### src/rtl/alu_arbiter_if.sv
// Request/response bundle between the ALU requesters and alu_arbiter.
// Operands and opcodes are packed per requester: requester i owns [i*W +: W]
// of srca/srcb and [i*3 +: 3] of alucontrol.
interface alu_arbiter_if #(
  parameter int NREQ = 2,
  parameter int W    = 32
);
  logic [NREQ-1:0]   req_valid;
  logic [NREQ-1:0]   req_ready;
  logic [NREQ*W-1:0] req_srca;
  logic [NREQ*W-1:0] req_srcb;
  logic [NREQ*3-1:0] req_alucontrol;
  logic [NREQ-1:0]   resp_valid;
  logic [NREQ-1:0]   resp_ready;
  logic [W-1:0]      resp_aluout;
  logic              resp_zero;

  // Requester side
  modport master (
    output req_valid, req_srca, req_srcb, req_alucontrol, resp_ready,
    input  req_ready, resp_valid, resp_aluout, resp_zero
  );

  // Arbiter side
  modport slave (
    input  req_valid, req_srca, req_srcb, req_alucontrol, resp_ready,
    output req_ready, resp_valid, resp_aluout, resp_zero
  );
endinterface

### src/rtl/alu_arbiter.sv
// Round-robin arbiter sharing one external combinational ALU among NREQ
// requesters. A request is accepted in IDLE, its operands are registered and
// driven to the ALU for one EXEC cycle, and the registered result is offered
// to the winner in RESP until that requester accepts it.
module alu_arbiter #(
  parameter int NREQ = 2,
  parameter int W    = 32
) (
  input  logic         clk,
  input  logic         reset,
  alu_arbiter_if.slave bus,
  output logic [W-1:0] alu_srca,
  output logic [W-1:0] alu_srcb,
  output logic [2:0]   alu_alucontrol,
  input  logic [W-1:0] alu_aluout,
  input  logic         alu_zero,
  output logic         busy,
  output logic [1:0]   grant_id
);

  typedef enum logic [1:0] {
    IDLE = 2'd0,
    EXEC = 2'd1,
    RESP = 2'd2
  } state_t;

  state_t       state;
  state_t       state_nxt;

  logic [W-1:0] op_a;
  logic [W-1:0] op_b;
  logic [2:0]   op_ctl;
  logic [W-1:0] res;
  logic         res_zero;
  logic [1:0]   owner;
  logic [1:0]   rr_ptr;

  logic         found;
  logic [1:0]   winner;
  logic [W-1:0] sel_a;
  logic [W-1:0] sel_b;
  logic [2:0]   sel_ctl;
  logic         resp_ack;

  // Pick the first valid requester starting at rr_ptr and select its operands
  always_comb begin
    int idx;
    found   = 1'b0;
    winner  = '0;
    sel_a   = '0;
    sel_b   = '0;
    sel_ctl = '0;
    idx     = 0;
    // Walk offsets from farthest to nearest so the nearest valid one wins last
    for (int i = NREQ - 1; i >= 0; i--) begin
      idx = int'(rr_ptr) + i;
      if (idx >= NREQ) begin
        idx = idx - NREQ;
      end
      for (int j = 0; j < NREQ; j++) begin
        if ((j == idx) && bus.req_valid[j]) begin
          found  = 1'b1;
          winner = 2'(j);
        end
      end
    end
    for (int j = 0; j < NREQ; j++) begin
      if (winner == 2'(j)) begin
        sel_a   = bus.req_srca[j*W +: W];
        sel_b   = bus.req_srcb[j*W +: W];
        sel_ctl = bus.req_alucontrol[j*3 +: 3];
      end
    end
  end

  // Decode per-requester handshakes; only the owner's resp_ready matters
  always_comb begin
    bus.req_ready  = '0;
    bus.resp_valid = '0;
    resp_ack       = 1'b0;
    for (int j = 0; j < NREQ; j++) begin
      bus.req_ready[j]  = (state == IDLE) && found && (winner == 2'(j));
      bus.resp_valid[j] = (state == RESP) && (owner == 2'(j));
      if ((owner == 2'(j)) && bus.resp_ready[j]) begin
        resp_ack = 1'b1;
      end
    end
  end

  // Next-state logic: accept, one execute cycle, then wait for the owner
  always_comb begin
    state_nxt = state;
    case (state)
      IDLE: if (found) state_nxt = EXEC;
      EXEC: state_nxt = RESP;
      RESP: if (resp_ack) state_nxt = IDLE;
      default: state_nxt = IDLE;
    endcase
  end

  // State register; reset aborts any transaction in flight
  always_ff @(posedge clk) begin
    if (reset) begin
      state <= IDLE;
    end else begin
      state <= state_nxt;
    end
  end

  // Operand capture on accept, result capture in EXEC, pointer advance on completion
  always_ff @(posedge clk) begin
    if (reset) begin
      op_a     <= '0;
      op_b     <= '0;
      op_ctl   <= 3'b000;
      res      <= '0;
      res_zero <= 1'b0;
      owner    <= '0;
      rr_ptr   <= '0;
    end else begin
      if ((state == IDLE) && found) begin
        op_a   <= sel_a;
        op_b   <= sel_b;
        op_ctl <= sel_ctl;
        owner  <= winner;
      end
      if (state == EXEC) begin
        res      <= alu_aluout;
        res_zero <= alu_zero;
      end
      if ((state == RESP) && resp_ack) begin
        rr_ptr <= (owner == 2'(NREQ - 1)) ? 2'd0 : owner + 2'd1;
      end
    end
  end

  assign alu_srca        = op_a;
  assign alu_srcb        = op_b;
  assign alu_alucontrol  = op_ctl;
  assign bus.resp_aluout = res;
  assign bus.resp_zero   = res_zero;
  assign busy            = (state != IDLE);
  assign grant_id        = owner;

endmodule

### src/flat_wrapper.sv
// flat-port wrapper written by rule: the top's interface ports become plain ports
module alu_arbiter_flat 
#(
  parameter int NREQ = 2,
  parameter int W    = 32
)
  (clk, reset, alu_srca, alu_srcb, alu_alucontrol, alu_aluout, alu_zero, busy, grant_id, bus_req_valid, bus_req_srca, bus_req_srcb, bus_req_alucontrol, bus_resp_ready, bus_req_ready, bus_resp_valid, bus_resp_aluout, bus_resp_zero);
  alu_arbiter_if #(.NREQ(NREQ), .W(W)) bus_i ();
  input  logic clk;
  input  logic reset;
  output logic [W-1:0] alu_srca;
  output logic [W-1:0] alu_srcb;
  output logic [2:0] alu_alucontrol;
  input  logic [W-1:0] alu_aluout;
  input  logic alu_zero;
  output logic busy;
  output logic [1:0] grant_id;
  input wire logic [$bits(bus_i.req_valid)-1:0] bus_req_valid;
  input wire logic [$bits(bus_i.req_srca)-1:0] bus_req_srca;
  input wire logic [$bits(bus_i.req_srcb)-1:0] bus_req_srcb;
  input wire logic [$bits(bus_i.req_alucontrol)-1:0] bus_req_alucontrol;
  input wire logic [$bits(bus_i.resp_ready)-1:0] bus_resp_ready;
  output wire logic [$bits(bus_i.req_ready)-1:0] bus_req_ready;
  output wire logic [$bits(bus_i.resp_valid)-1:0] bus_resp_valid;
  output wire logic [$bits(bus_i.resp_aluout)-1:0] bus_resp_aluout;
  output wire logic [$bits(bus_i.resp_zero)-1:0] bus_resp_zero;
  assign bus_i.req_valid = bus_req_valid;
  assign bus_i.req_srca = bus_req_srca;
  assign bus_i.req_srcb = bus_req_srcb;
  assign bus_i.req_alucontrol = bus_req_alucontrol;
  assign bus_i.resp_ready = bus_resp_ready;
  assign bus_req_ready = bus_i.req_ready;
  assign bus_resp_valid = bus_i.resp_valid;
  assign bus_resp_aluout = bus_i.resp_aluout;
  assign bus_resp_zero = bus_i.resp_zero;
  alu_arbiter #(.NREQ(NREQ), .W(W)) u_core (.clk(clk), .reset(reset), .bus(bus_i), .alu_srca(alu_srca), .alu_srcb(alu_srcb), .alu_alucontrol(alu_alucontrol), .alu_aluout(alu_aluout), .alu_zero(alu_zero), .busy(busy), .grant_id(grant_id));
endmodule
### config.mk
export PLATFORM = sky130hd
export DESIGN_NAME = alu_arbiter_flat
export DESIGN_NICKNAME = d
export VERILOG_FILES = /design/src/rtl/alu_arbiter_if.sv /design/src/rtl/alu_arbiter.sv /design/src/flat_wrapper.sv
export SDC_FILE = /design/constraint.sdc
export NUM_CORES = 1
export LEC_CHECK = 0
export ABC_AREA = 1
export BUFFER_PORTS_ARGS = -buffer_cell sky130_fd_sc_hd__buf_2
export CAP_MARGIN = 0
export CORE_ASPECT_RATIO = 0.9
export CORE_MARGIN = 4
export CORE_UTILIZATION = 47
export CTS_CLUSTER_DIAMETER = 120
export DETAILED_ROUTE_END_ITERATION = 12
export HOLD_SLACK_MARGIN = 0.05
export MAX_ROUTING_LAYER = met4
export PLACE_DENSITY = 0.93
export SYNTH_ARGS = -nofsm -noshare
export SYNTH_HDL_FRONTEND = slang
export SYNTH_SLANG_ARGS = --single-unit
### constraint.sdc
create_clock -name clk -period 2.8 [get_ports clk]
set_input_delay 0.56 -clock clk [delete_from_list [all_inputs] [get_ports clk]]
set_output_delay 0.56 -clock clk [all_outputs]
set_load 0.005 [all_outputs]
# After elaboration in Yosys (flattened, before gate mapping)
# Index checks and enable logic that the tools add are counted.
# W data, S select, Z words.
[totals] register_bits=106 input_bits=173 out_inout_bits=107 wordCells=62
[op_classes] n_addsub=4 order_cmp=2 eq_ne=8 n_mux=21 n_reduce_logical=19
[op_table] op="$mux W32" n=6
[op_table] op="$eq A2 B32 Y1 const A" n=2
[op_table] op="$logic_not A32 Y1" n=2
[op_table] op="$ge A32 B3 Y1 const B" n=1
[op_table] op="$sub A32 B3 Y32 const B" n=1
[op_table] op="$logic_and A1 B1 Y1" n=12
[op_table] op="$mux W1" n=9
[op_table] op="$logic_not A2 Y1" n=3
[op_table] op="$mux W2" n=3
[op_table] op="$mux W3" n=2
[op_table] op="$pmux W2 S3" n=1
[op_table] op="$eq A2 B1 Y1 const B" n=2
[op_table] op="$ne A2 B1 Y1 const B" n=2
[op_table] op="$add A2 B1 Y3 const B" n=1
[op_table] op="$sub A2 B2 Y3 const B" n=1
[op_table] op="$add A2 B1 Y2 const B" n=1
[op_table] op="$eq A2 B2 Y1 const B" n=1
[op_table] op="$ge A2 B2 Y1 const B" n=1
[op_table] op="$reduce_and A2 Y1" n=1
[op_table] op="$reduce_bool A2 Y1" n=1
[op_table] op="$eq A1 B1 Y1 const B" n=1

# Logic depth before layout (Yosys ltp)
# Gate-level depths: netlist of the first run.
[logic_depth] ltp_word=11 ltp_mapped=9 ltp_nobuf=7

# Least setup slack after synthesis of the first run
# OpenSTA, ideal clock, no wires.
[synth_path] path_kind="input to output" from="in bus_req_valid[1]" to="out bus_req_ready[1]" arrival_time_ps=1291 slack_ps=949 path_stages=7 path_cell_list="buf_2 nand2_1 buf_4 buf_4 inv_1 nand2_1 inv_1"
[synth_between] elab_chain_cells=6
[synth_lines] item="start: declaration" line="flat_wrapper.sv:18" text="input wire logic [$bits(bus_i.req_valid)-1:0] bus_req_valid;"
[synth_lines] item="$logic_and A1 B1 Y1" line="alu_arbiter.sv:61" text="if ((j == idx) && bus.req_valid[j]) begin"
[synth_lines] item="$mux W1 (3 in series)" line="alu_arbiter.sv:61"
[synth_lines] item="$eq A1 B1 Y1 or $logic_and A1 B1 Y1 (tied branches)" line="alu_arbiter.sv:82" text="bus.req_ready[j] = (state == IDLE) && found && (winner == 2'(j));"
[synth_lines] item="$logic_and A1 B1 Y1 *" line="alu_arbiter.sv:82"
[synth_lines] item="end: declaration" line="flat_wrapper.sv:23" text="output wire logic [$bits(bus_i.req_ready)-1:0] bus_req_ready;"
# Every way passes the cells marked *; elsewhere a longest branch is shown, timed or not.

# Final worst setup path of the first run
[layout_path] from="reg u_core.state[0]" to="out bus_req_ready[0]"
[layout_between] elab_chain_cells=3
[layout_lines] item="start: declaration" line="alu_arbiter.sv:27" text="state_t state;"
[layout_lines] item="start signal: assignment" line="alu_arbiter.sv:106" text="state <= state_nxt;"
[layout_lines] item="$logic_not A2 Y1" line="alu_arbiter.sv:82"
[layout_lines] item="$logic_and A1 B1 Y1 (2 in series)" line="alu_arbiter.sv:82"
# No other way between the ends.

==> flow_metrics.env, run 1 <==
export IMPL_status="completed"
export IMPL_die_h_um=104
export IMPL_grt_overflow=0
export IMPL_cts_root_buf="clkbuf_16"
export IMPL_tightest_slew_ns=0.950
export IMPL_p_comb_share_pct=22.8
export IMPL_cp_end_kind="primary output"
export IMPL_final_cell_mix="buf_2, nand2_1, nand3_1"
export IMPL_post_cts_buffers=0
export IMPL_p_int_w=0.00281
export IMPL_die_area_um2=11900
export IMPL_track_usage_pct=24.6
export IMPL_grt_first_pass_wirelength_um=23600
export IMPL_p_per_area_nw_per_um2=616
export IMPL_synth_seq_cells=104
export IMPL_start_kind="register"
export IMPL_grt_pass1_vias=5009
export IMPL_coreArea_um2=9830
export IMPL_min_period_ns=2.19
export IMPL_fill_cells=848
export IMPL_drc_errors=0
export IMPL_wl_met3_um=1580
export IMPL_cap_violations=0
export IMPL_wl_um=15500
export IMPL_diodes=0
export IMPL_pwr_share_clk_pct=34.6
export IMPL_relSlewSlack_pct=36.6
export IMPL_antenna_left=0
export IMPL_cts_resized=0
export IMPL_worst_setup_path_type="register to primary output"
export IMPL_dr_wl_met2_um=7820
export IMPL_final_setup_viol_count=0
export IMPL_vdd_ir_drop_max_uv=406
export IMPL_layout_nets=1114
export IMPL_viasPerCell=5.19
export IMPL_drv_slew=0
export IMPL_final_common_cell="buf_2"
export IMPL_place_congestion=0.826
export IMPL_clock_latency_ns=0.34
export IMPL_routedLengthMet1_um=5780
export IMPL_cts_htree_levels=3
export IMPL_numPortBuffers=278
export IMPL_p_switching_w=0.00119
export IMPL_first_pass_iters=5
export IMPL_yosysWarnings=0
export IMPL_p_seq_share_pct=42.6
export IMPL_crit_arrival_ns=1.63
export IMPL_syn_num_nets=873
export IMPL_hold_viol=0
export IMPL_path_max_fanout=23
export IMPL_area_growth_pct=35.5
export IMPL_ys_types=19
export IMPL_highest_layer="met4"
export IMPL_rsz0062_at_grt="false"
export IMPL_hpwlAfterDp_um=11100
export IMPL_numCtsBuffers=9
export IMPL_fin_util_pct=66.2
export IMPL_finClkSkew_ns=0.00771
export IMPL_cts_buffer_depth=2
export IMPL_drive_above_1_share_pct=33.1
export IMPL_initial_core_util_pct=48.9
export IMPL_num_vias=5560
export IMPL_min_period_over_period_pct=78.1
export IMPL_leakage_nw=3.76
export IMPL_swShare_pct=29.8
export IMPL_synth_seq_area_share_pct=43.4
export IMPL_synth_cells=700
export IMPL_crit_required_ns=2.24
export IMPL_grt_max_degree=68
export IMPL_rows=34
export IMPL_drt_initial_drc_count=562
export IMPL_timing_fmax_mhz=457
export IMPL_die_w_um=115
export IMPL_cts_sinks=104
export IMPL_tns_ns=0
export IMPL_antenna_found_initial=0
export IMPL_cts_hold_buf=0
export IMPL_wl_per_cell_um=14.4
export IMPL_synth_area_per_cell_um2=6.86
export IMPL_ioPinCount=280
export IMPL_tritoncts="built"
export IMPL_synth_area_um2=4800
export IMPL_clkTransAtPathRegs_ns=0.07
export IMPL_min_path_type="primary input to register"
-- layer usage --
layer | track usage (%) | vias up
met5 | - | -
met4 | 7.72 | 0
met3 | 5.18 | 22
met2 | 41.8 | 320
met1 | 28.9 | 2457
li1 | - | 2761
-- per-stage QoR --
| step | power [W] | cells | hold slack (ns) | setup WS [ns] | cell area, um^2 |
|---|---|---|---|---|---|
| 2_1_floorplan | 0.00227 | 700 | 0.437 | 0.949 | 4800 |
| 3_3_place_gp | 0.00263 | 1056 | 0.454 | 0.721 | 6170 |
| 3_5_place_dp | 0.00265 | 1056 | 0.466 | 0.674 | 6170 |
| 4_1_cts | 0.00404 | 1072 | 0.451 | 0.583 | 6510 |
| 5_1_grt | 0.00423 | 1072 | 0.453 | 0.477 | 6510 |
| 6_report | 0.00401 | 1072 | 0.464 | 0.612 | 6510 |
-- logic make-up (layout without fill, tap and decap cells) --
group	after synthesis	after routing	synth area share (%)
AO/OA/AOI/OAI	37	37	3.94
flip-flops	104	104	43.4
AND/OR/NAND/NOR	422	422	40.3
buffers and inverters	136	382	12.4
other	1	1	0.0781
-- worst paths after layout --
check                                     start                                       to  slack (ns)  cells after the start
setup / recovery   u_core.state[0]$_SDFFE_PP0P_                         bus_req_ready[0]        0.61                      4
hold / removal                            reset             u_core.state[1]$_SDFFE_PP0P_        0.46                      2
hold reg to reg   u_core.rr_ptr[0]$_SDFFE_PP0P_            u_core.rr_ptr[0]$_SDFFE_PP0P_        0.48                      2
setup reg to reg   u_core.state[0]$_SDFFE_PP0P_  u_core.bus.resp_aluout[12]$_SDFFE_PP0N_        1.05                      5
-- state kept, by name, summed over array words and instances (netlist names) --
name,cells
u_core.alu_srca,32
u_core.alu_srcb,32
u_core.bus.resp_aluout,32
u_core.alu_alucontrol,3
u_core.state,2
u_core.bus.resp_zero,1
u_core.grant_id,1
u_core.rr_ptr,1
-- power groups by stage --
stage / Sequential, W / Clock [W] / Combinational [W]
6_report: 0.00171 / 0.00139 / 0.000913
2_1_floorplan: 0.00175 / 0 / 0.000518
4_1_cts: 0.00171 / 0.00142 / 0.000917
5_1_grt: 0.00172 / 0.00148 / 0.00102
3_5_place_dp: 0.00174 / 0 / 0.000915
3_3_place_gp: 0.00173 / 0 / 0.000898
-- Yosys cell counts (all sizes together) --
| cell | count | area (um^2) |
|---|---|---|
| clkbuf | 13 | 48.8 |
| buf | 47 | 259 |
| a21oi | 3 | 15.0 |
| nand2 | 146 | 551 |
| dfxtp | 104 | 2080 |
| inv | 76 | 285 |
| o21ai | 34 | 174 |
| nand3 | 135 | 676 |
| nand4 | 67 | 419 |
| conb | 1 | 3.75 |
| nor2 | 74 | 288 |
-- worst max-delay path: stages (launching register included) --
cell and delay [ns]:
dfxtp_1 0.35, nor2_4 0.52, o21ai_4 0.12, nor2_1 0.17
buf_2 0.13
-- layout make-up --
class / count / area [um^2] / share of cell area (%)
Clock buffer: 9 / 225 / 3.46
Multi-Input combinational cell: 460 / 2140 / 32.9
Sequential cell: 104 / 2080 / 32.0
Clock inverter: 7 / 109 / 1.67
Inverter: 76 / 285 / 4.38
Tap cell: 126 / 158 / 2.42
Timing Repair Buffer: 290 / 1510 / 23.2
Note: power is estimated with default switching activity, not from simulation.
==> run 2: changes to the inputs <==
--- a/config.mk
+++ b/config.mk
@@ -10,12 +10,12 @@
 export CAP_MARGIN = 0
 export CORE_ASPECT_RATIO = 0.9
 export CORE_MARGIN = 4
-export CORE_UTILIZATION = 47
+export CORE_UTILIZATION = 44
 export CTS_CLUSTER_DIAMETER = 120
 export DETAILED_ROUTE_END_ITERATION = 12
 export HOLD_SLACK_MARGIN = 0.05
 export MAX_ROUTING_LAYER = met4
-export PLACE_DENSITY = 0.93
+export PLACE_DENSITY = 0.89
 export SYNTH_ARGS = -nofsm -noshare
 export SYNTH_HDL_FRONTEND = slang
 export SYNTH_SLANG_ARGS = --single-unit
==> constraint.sdc (replaced) <==
create_clock -name clk -period 2.2 [get_ports clk]
set_input_delay 0.44 -clock clk [delete_from_list [all_inputs] [get_ports clk]]
set_output_delay 0.44 -clock clk [all_outputs]
set_load 0.005 [all_outputs]
==> run 2 against run 1 <==
Against the previous run: design area is 0.44% lower; sequential power is 27% higher; via count hardly changed; count of clock-buffer cells in the layout is 1 higher; die area is 6.3% higher; utilization is 4.3 points lower; sequential share of layout area is 0.14 points higher.
==> flow_metrics.env, run 2 (synthesized netlist as in run 1, its figures left out) <==
export IMPL_place_congestion=0.819
export IMPL_diodes=0
export IMPL_num_vias=5559
export IMPL_critical_path_max_stage_delay_ns=0.39
export IMPL_finClkSkew_ns=0.00767
export IMPL_tritoncts="built"
export IMPL_min_period_over_period_pct=80.0
export IMPL_grt_overflow=0
export IMPL_cp_top_family="flip-flops"
export IMPL_cap_violations=0
export IMPL_cts_hold_buf=0
export IMPL_crit_required_ns=1.76
export IMPL_min_period_ns=1.76
export IMPL_grt_pass1_vias=5066
export IMPL_final_setup_viol_count=0
export IMPL_wl_um=15300
export IMPL_cts_buffer_depth=2
export IMPL_grt_first_pass_wirelength_um=24600
export IMPL_status="completed"
export IMPL_wl_per_cell_um=14.2
export IMPL_total_power_w=0.00485
export IMPL_first_pass_iters=7
export IMPL_worst_setup_path_type="register to primary output"
export IMPL_path_max_fanout=3
export IMPL_numCtsBuffers=9
export IMPL_cpMaxStageDelayCell="dfxtp_1"
export IMPL_hpwlAfterDp_um=11000
export IMPL_r2r_setup_slack_ns=0.61
export IMPL_antenna_left=0
export IMPL_cts_sinks=104
export IMPL_p_seq_share_pct=44.7
export IMPL_drt_initial_drc_count=561
export IMPL_grt_max_degree=101
export IMPL_drv_slew=0
export IMPL_clock_latency_ns=0.34
export IMPL_die_w_um=118
export IMPL_rows=35
export IMPL_clkTransAtPathRegs_ns=0.07
export IMPL_swShare_pct=31.0
export IMPL_post_cts_buffers=0
export IMPL_cp_num_cells=5
export IMPL_path_common_cell="nor2_1"
export IMPL_numPortBuffers=278
export IMPL_coreArea_um2=10500
export IMPL_cp_endpoint="bus_resp_valid[1]"
export IMPL_relSlewSlack_pct=61.8
export IMPL_worstPathCellList="inv_2, nor2_1, inv_1, nor2_1, buf_2"
export IMPL_tns_ns=0
export IMPL_cts_root_buf="clkbuf_16"
export IMPL_crit_start="u_core.state[1]$_SDFFE_PP0P_"
export IMPL_drc_errors=0
export IMPL_p_per_area_nw_per_um2=749
export IMPL_regToRegStartpoint="u_core.state[0]$_SDFFE_PP0P_"
export IMPL_initial_core_util_pct=45.9
export IMPL_hold_viol=0
export IMPL_final_cell_mix="buf_2, nand2_1, nand3_1"
export IMPL_start_kind="register"
export IMPL_crit_arrival_ns=1.32
export IMPL_timing_fmax_mhz=568
export IMPL_cts_htree_levels=3
export IMPL_tightest_slew_ns=0.573
export IMPL_layout_nets=1117
export IMPL_fin_util_pct=61.9
export IMPL_min_path_type="primary input to register"
export IMPL_rsz0062_at_grt="false"
export IMPL_p_int_w=0.00335
export IMPL_ioPinCount=280
export IMPL_viasPerCell=5.16
export IMPL_leakage_nw=3.75
export IMPL_path_buf_inv=3
export IMPL_cts_resized=0
export IMPL_antenna_found_initial=0
export IMPL_p_comb_share_pct=24.0
export IMPL_area_growth_pct=34.9
export IMPL_ff2ff_path_depth=6
export IMPL_pwr_share_clk_pct=31.3
export IMPL_p_switching_w=0.00151
export IMPL_final_common_cell="buf_2"
export IMPL_die_h_um=107
export IMPL_vdd_ir_drop_max_uv=567
export IMPL_cp_end_kind="primary output"
export IMPL_die_area_um2=12600
export IMPL_track_usage_pct=24.1
export IMPL_reg2reg_to="u_core.alu_srca[4]$_SDFFE_PP0P_"
export IMPL_drive_above_1_share_pct=33.2
[run 2: cell count changes in the layout (fill, tap and decap cells not counted), sizes merged]
cell	before	now
buf	290	293
bufinv	2	0
clkbuf	9	10
clkinv	1	2
clkinvlp	0	1
inv	80	79
[run 2: worst min-delay path by stage]
stage | slack [ns] | to | cells after the start | startpoint
5_1_grt | 0.33 | u_core.state[1]$_SDFFE_PP0P_ | 2 | reset
3_5_place_dp | 0.47 | u_core.bus.resp_aluout[23]$_SDFFE_PP0N_ | 2 | u_core.bus.resp_aluout[23]$_SDFFE_PP0N_
3_3_place_gp | 0.45 | u_core.rr_ptr[0]$_SDFFE_PP0P_ | 2 | u_core.rr_ptr[0]$_SDFFE_PP0P_
4_1_cts | 0.32 | u_core.state[1]$_SDFFE_PP0P_ | 2 | reset
2_1_floorplan | 0.44 | u_core.rr_ptr[0]$_SDFFE_PP0P_ | 2 | u_core.rr_ptr[0]$_SDFFE_PP0P_
6_report | 0.33 | u_core.grant_id[0]$_SDFFE_PP0P_ | 2 | reset
[run 2: worst register-to-register path: cells and delay by family (launching register included)]
| kind | cells | cell delay, ns |
|---|---|---|
| and+or+nand+nor | 4 | 0.65 |
| buffers and inverters | 2 | 0.53 |
| DFF | 1 | 0.36 |
[run 2: area by class of cell]
class / count / area, um^2
sequential: 104 / 2080
timing repair buffer: 293 / 1530
clock buffer: 10 / 229
inverter: 76 / 285
tap: 129 / 161
multi-input combinational: 460 / 2140
fill: 972 / 3990
clock inverter: 6 / 50.0
[run 2: power groups by stage]
stage / sequential (W) / clock [W] / combinational [W]
final: 0.00217 / 0.00152 / 0.00117
after global routing: 0.00219 / 0.00164 / 0.00131
after CTS: 0.00217 / 0.00155 / 0.00117
after detailed placement: 0.00221 / 0 / 0.00116
after global placement: 0.00220 / 0 / 0.00115
after floorplan: 0.00223 / 0 / 0.000660
[run 2: through the flow]
| stage | area (um^2) | instances | hold WS [ns] | worst slack, ns |
|---|---|---|---|---|
| after detailed placement | 6200 | 1062 | 0.468 | 0.572 |
| after CTS | 6480 | 1078 | 0.322 | 0.402 |
| after floorplan | 4800 | 700 | 0.437 | 0.589 |
| final | 6480 | 1078 | 0.333 | 0.439 |
| after global placement | 6200 | 1062 | 0.454 | 0.599 |
| after global routing | 6480 | 1078 | 0.335 | 0.272 |
[run 2: routing by layer]
metal / up-vias / routed length [um] / track usage (%)
met5: - / 0 / -
met4: 0 / 372 / 7.36
met3: 39 / 1540 / 5.64
met2: 342 / 7370 / 39.7
met1: 2398 / 6060 / 29.6
li1: 2780 / - / -
==> run 3: changes to the inputs <==
--- a/config.mk
+++ b/config.mk
@@ -10,12 +10,12 @@
 export CAP_MARGIN = 0
 export CORE_ASPECT_RATIO = 0.9
 export CORE_MARGIN = 4
-export CORE_UTILIZATION = 44
+export CORE_UTILIZATION = 40
 export CTS_CLUSTER_DIAMETER = 120
 export DETAILED_ROUTE_END_ITERATION = 12
 export HOLD_SLACK_MARGIN = 0.05
 export MAX_ROUTING_LAYER = met4
-export PLACE_DENSITY = 0.89
+export PLACE_DENSITY = 0.85
 export SYNTH_ARGS = -nofsm -noshare
 export SYNTH_HDL_FRONTEND = slang
 export SYNTH_SLANG_ARGS = --single-unit
==> constraint.sdc (replaced) <==
create_clock -name clk -period 1.6 [get_ports clk]
set_input_delay 0.32 -clock clk [delete_from_list [all_inputs] [get_ports clk]]
set_output_delay 0.32 -clock clk [all_outputs]
set_load 0.005 [all_outputs]
==> run 3 against run 2 <==
Against the previous run: count of clock-buffer cells in the layout unchanged; die area increased by 9.3%; combinational power increased by 50%; via count increased by 1.4%; final cell count increased by 3.6%; hold slack got worse by 0.13 ns; register-to-register slack got worse by 0.42 ns; worst setup slack got worse by 0.41 ns; sequential cell count unchanged; critical endpoint is now bus_req_ready[0]; largest power group unchanged; highest routed layer unchanged.
==> flow_metrics.env, run 3 (synthesized netlist as in run 1, its figures left out) <==
export IMPL_status="completed"
export IMPL_drv_slew=0
export IMPL_hold_viol=0
export IMPL_crit_required_ns=1.28
export IMPL_wl_um=15800
export IMPL_track_usage_pct=22.2
export IMPL_cts_root_buf="clkbuf_16"
export IMPL_cap_violations=0
export IMPL_fin_area_um2=6780
export IMPL_clock_latency_ns=0.34
export IMPL_antenna_found_initial=0
export IMPL_path_max_fanout=4
export IMPL_numPortBuffers=278
export IMPL_numCtsBuffers=9
export IMPL_final_cell_mix="buf_2, nand2_1, nand3_1"
export IMPL_first_pass_iters=5
export IMPL_cts_sinks=104
export IMPL_leakage_nw=3.88
export IMPL_grt_overflow=0
export IMPL_grt_pass1_vias=4963
export IMPL_initial_core_util_pct=41.5
export IMPL_die_h_um=112
export IMPL_start_kind="register"
export IMPL_multi_input_area_um2=2180
export IMPL_drc_errors=0
export IMPL_crit_arrival_ns=1.25
export IMPL_grt_first_pass_wirelength_um=24200
export IMPL_fill_cells=1086
export IMPL_diodes=0
export IMPL_final_setup_viol_count=0
export IMPL_crit_start="u_core.state[0]$_SDFFE_PP0P_"
export IMPL_min_period_over_period_pct=98.0
export IMPL_r2r_setup_slack_ns=0.19
export IMPL_dpl_cell_area_um2=6350
export IMPL_die_w_um=123
export IMPL_fin_util_pct=58.5
export IMPL_p_per_area_nw_per_um2=1030
export IMPL_regToRegStartpoint="u_core.state[1]$_SDFFE_PP0P_"
export IMPL_drt_initial_drc_count=350
export IMPL_antenna_left=0
export IMPL_vdd_ir_drop_max_uv=1110
export IMPL_grt_max_degree=68
export IMPL_final_common_cell="buf_2"
export IMPL_min_from="reset"
export IMPL_layout_nets=1129
export IMPL_timing_fmax_mhz=638
export IMPL_cts_hold_buf=0
export IMPL_place_congestion=0.875
export IMPL_rows=37
export IMPL_coreArea_um2=11600
export IMPL_cts_htree_levels=3
export IMPL_clkTransAtPathRegs_ns=0.07
export IMPL_tritoncts="built"
export IMPL_num_vias=5638
export IMPL_min_path_type="primary input to register"
export IMPL_wl_per_cell_um=14.2
export IMPL_die_area_um2=13800
export IMPL_hpwlAfterDp_um=11400
export IMPL_worst_setup_path_type="register to primary output"
export IMPL_seq_area_um2=2090
export IMPL_whs_path_depth=2
export IMPL_min_period_ns=1.57
export IMPL_ioPinCount=280
export IMPL_ff2ff_path_depth=8
export IMPL_cts_buffer_depth=2
export IMPL_cp_end_kind="primary output"
export IMPL_area_growth_pct=41.1
export IMPL_viasPerCell=5.05
export IMPL_finClkSkew_ns=0.00662
export IMPL_rsz0062_at_grt="true"
export IMPL_drive_above_1_share_pct=35.2
[run 3: changes by cell type in the layout (fill, tap and decap cells not counted), sizes merged]
cell      delta
bufbuf       +1
clkinv       +1
inv          -1
bufinv       +1
buf         +11
clkinvlp     -1
[run 3: final timing paths]
check | end
setup / recovery | bus_req_ready[0]
hold / removal | u_core.state[1]$_SDFFE_PP0P_
setup reg to reg | u_core.alu_alucontrol[0]$_SDFFE_PP0P_
hold reg to reg | u_core.rr_ptr[0]$_SDFFE_PP0P_
[run 3: metal layers]
layer	routed length [um]	track usage (%)
met4	243	6.49
met1	6420	27.0
met5	0	-
met3	1560	5.59
met2	7610	36.3
[run 3: repair_timing]
item / CTS / global route
pin swaps: 2 / 3
endpoints found under the hold margin: 0 / 0
cloned: 1 / 0
setup endpoints to repair: 4 / 4
setup buffers: 4 / 1
resized for setup: 6 / 11
[run 3: power by group]
group | internal (W) | switching (W) | total (W)
clock | 0.00126 | 0.000968 | 0.00223
sequential | 0.00285 | 0.000133 | 0.00298
combinational | 0.000784 | 0.000976 | 0.00176
total | 0.00490 | 0.00208 | 0.00698
[run 3: worst max-delay path: stages, from the launching register on]
cell     delay (ns)
dfxtp_4        0.37
nor2_4         0.19
o21ai_4        0.11
nor2_1         0.09
buf_2          0.13
[run 3: through the flow]
step	hold slack, ns	setup slack (ns)	power, W	setup TNS, ns	instances
3_5_place_dp	0.467	0.125	0.00472	0	1095
4_1_cts	0.196	0.00248	0.00704	0	1116
6_report	0.207	0.0314	0.00698	0	1117
5_1_grt	0.203	-0.0220	0.00738	-0.0220	1117
3_3_place_gp	0.455	0.195	0.00469	0	1095
2_1_floorplan	0.389	0.229	0.00397	0	700
[run 3: layout make-up]
class | instances | share of cell area (%)
multi-input cells | 460 | 32.1
clock buffers | 10 | 3.53
clock inverters | 6 | 0.979
inverters | 76 | 4.21
well taps | 156 | 2.88
repair buffers | 305 | 25.5
flip-flops and latches | 104 | 30.8
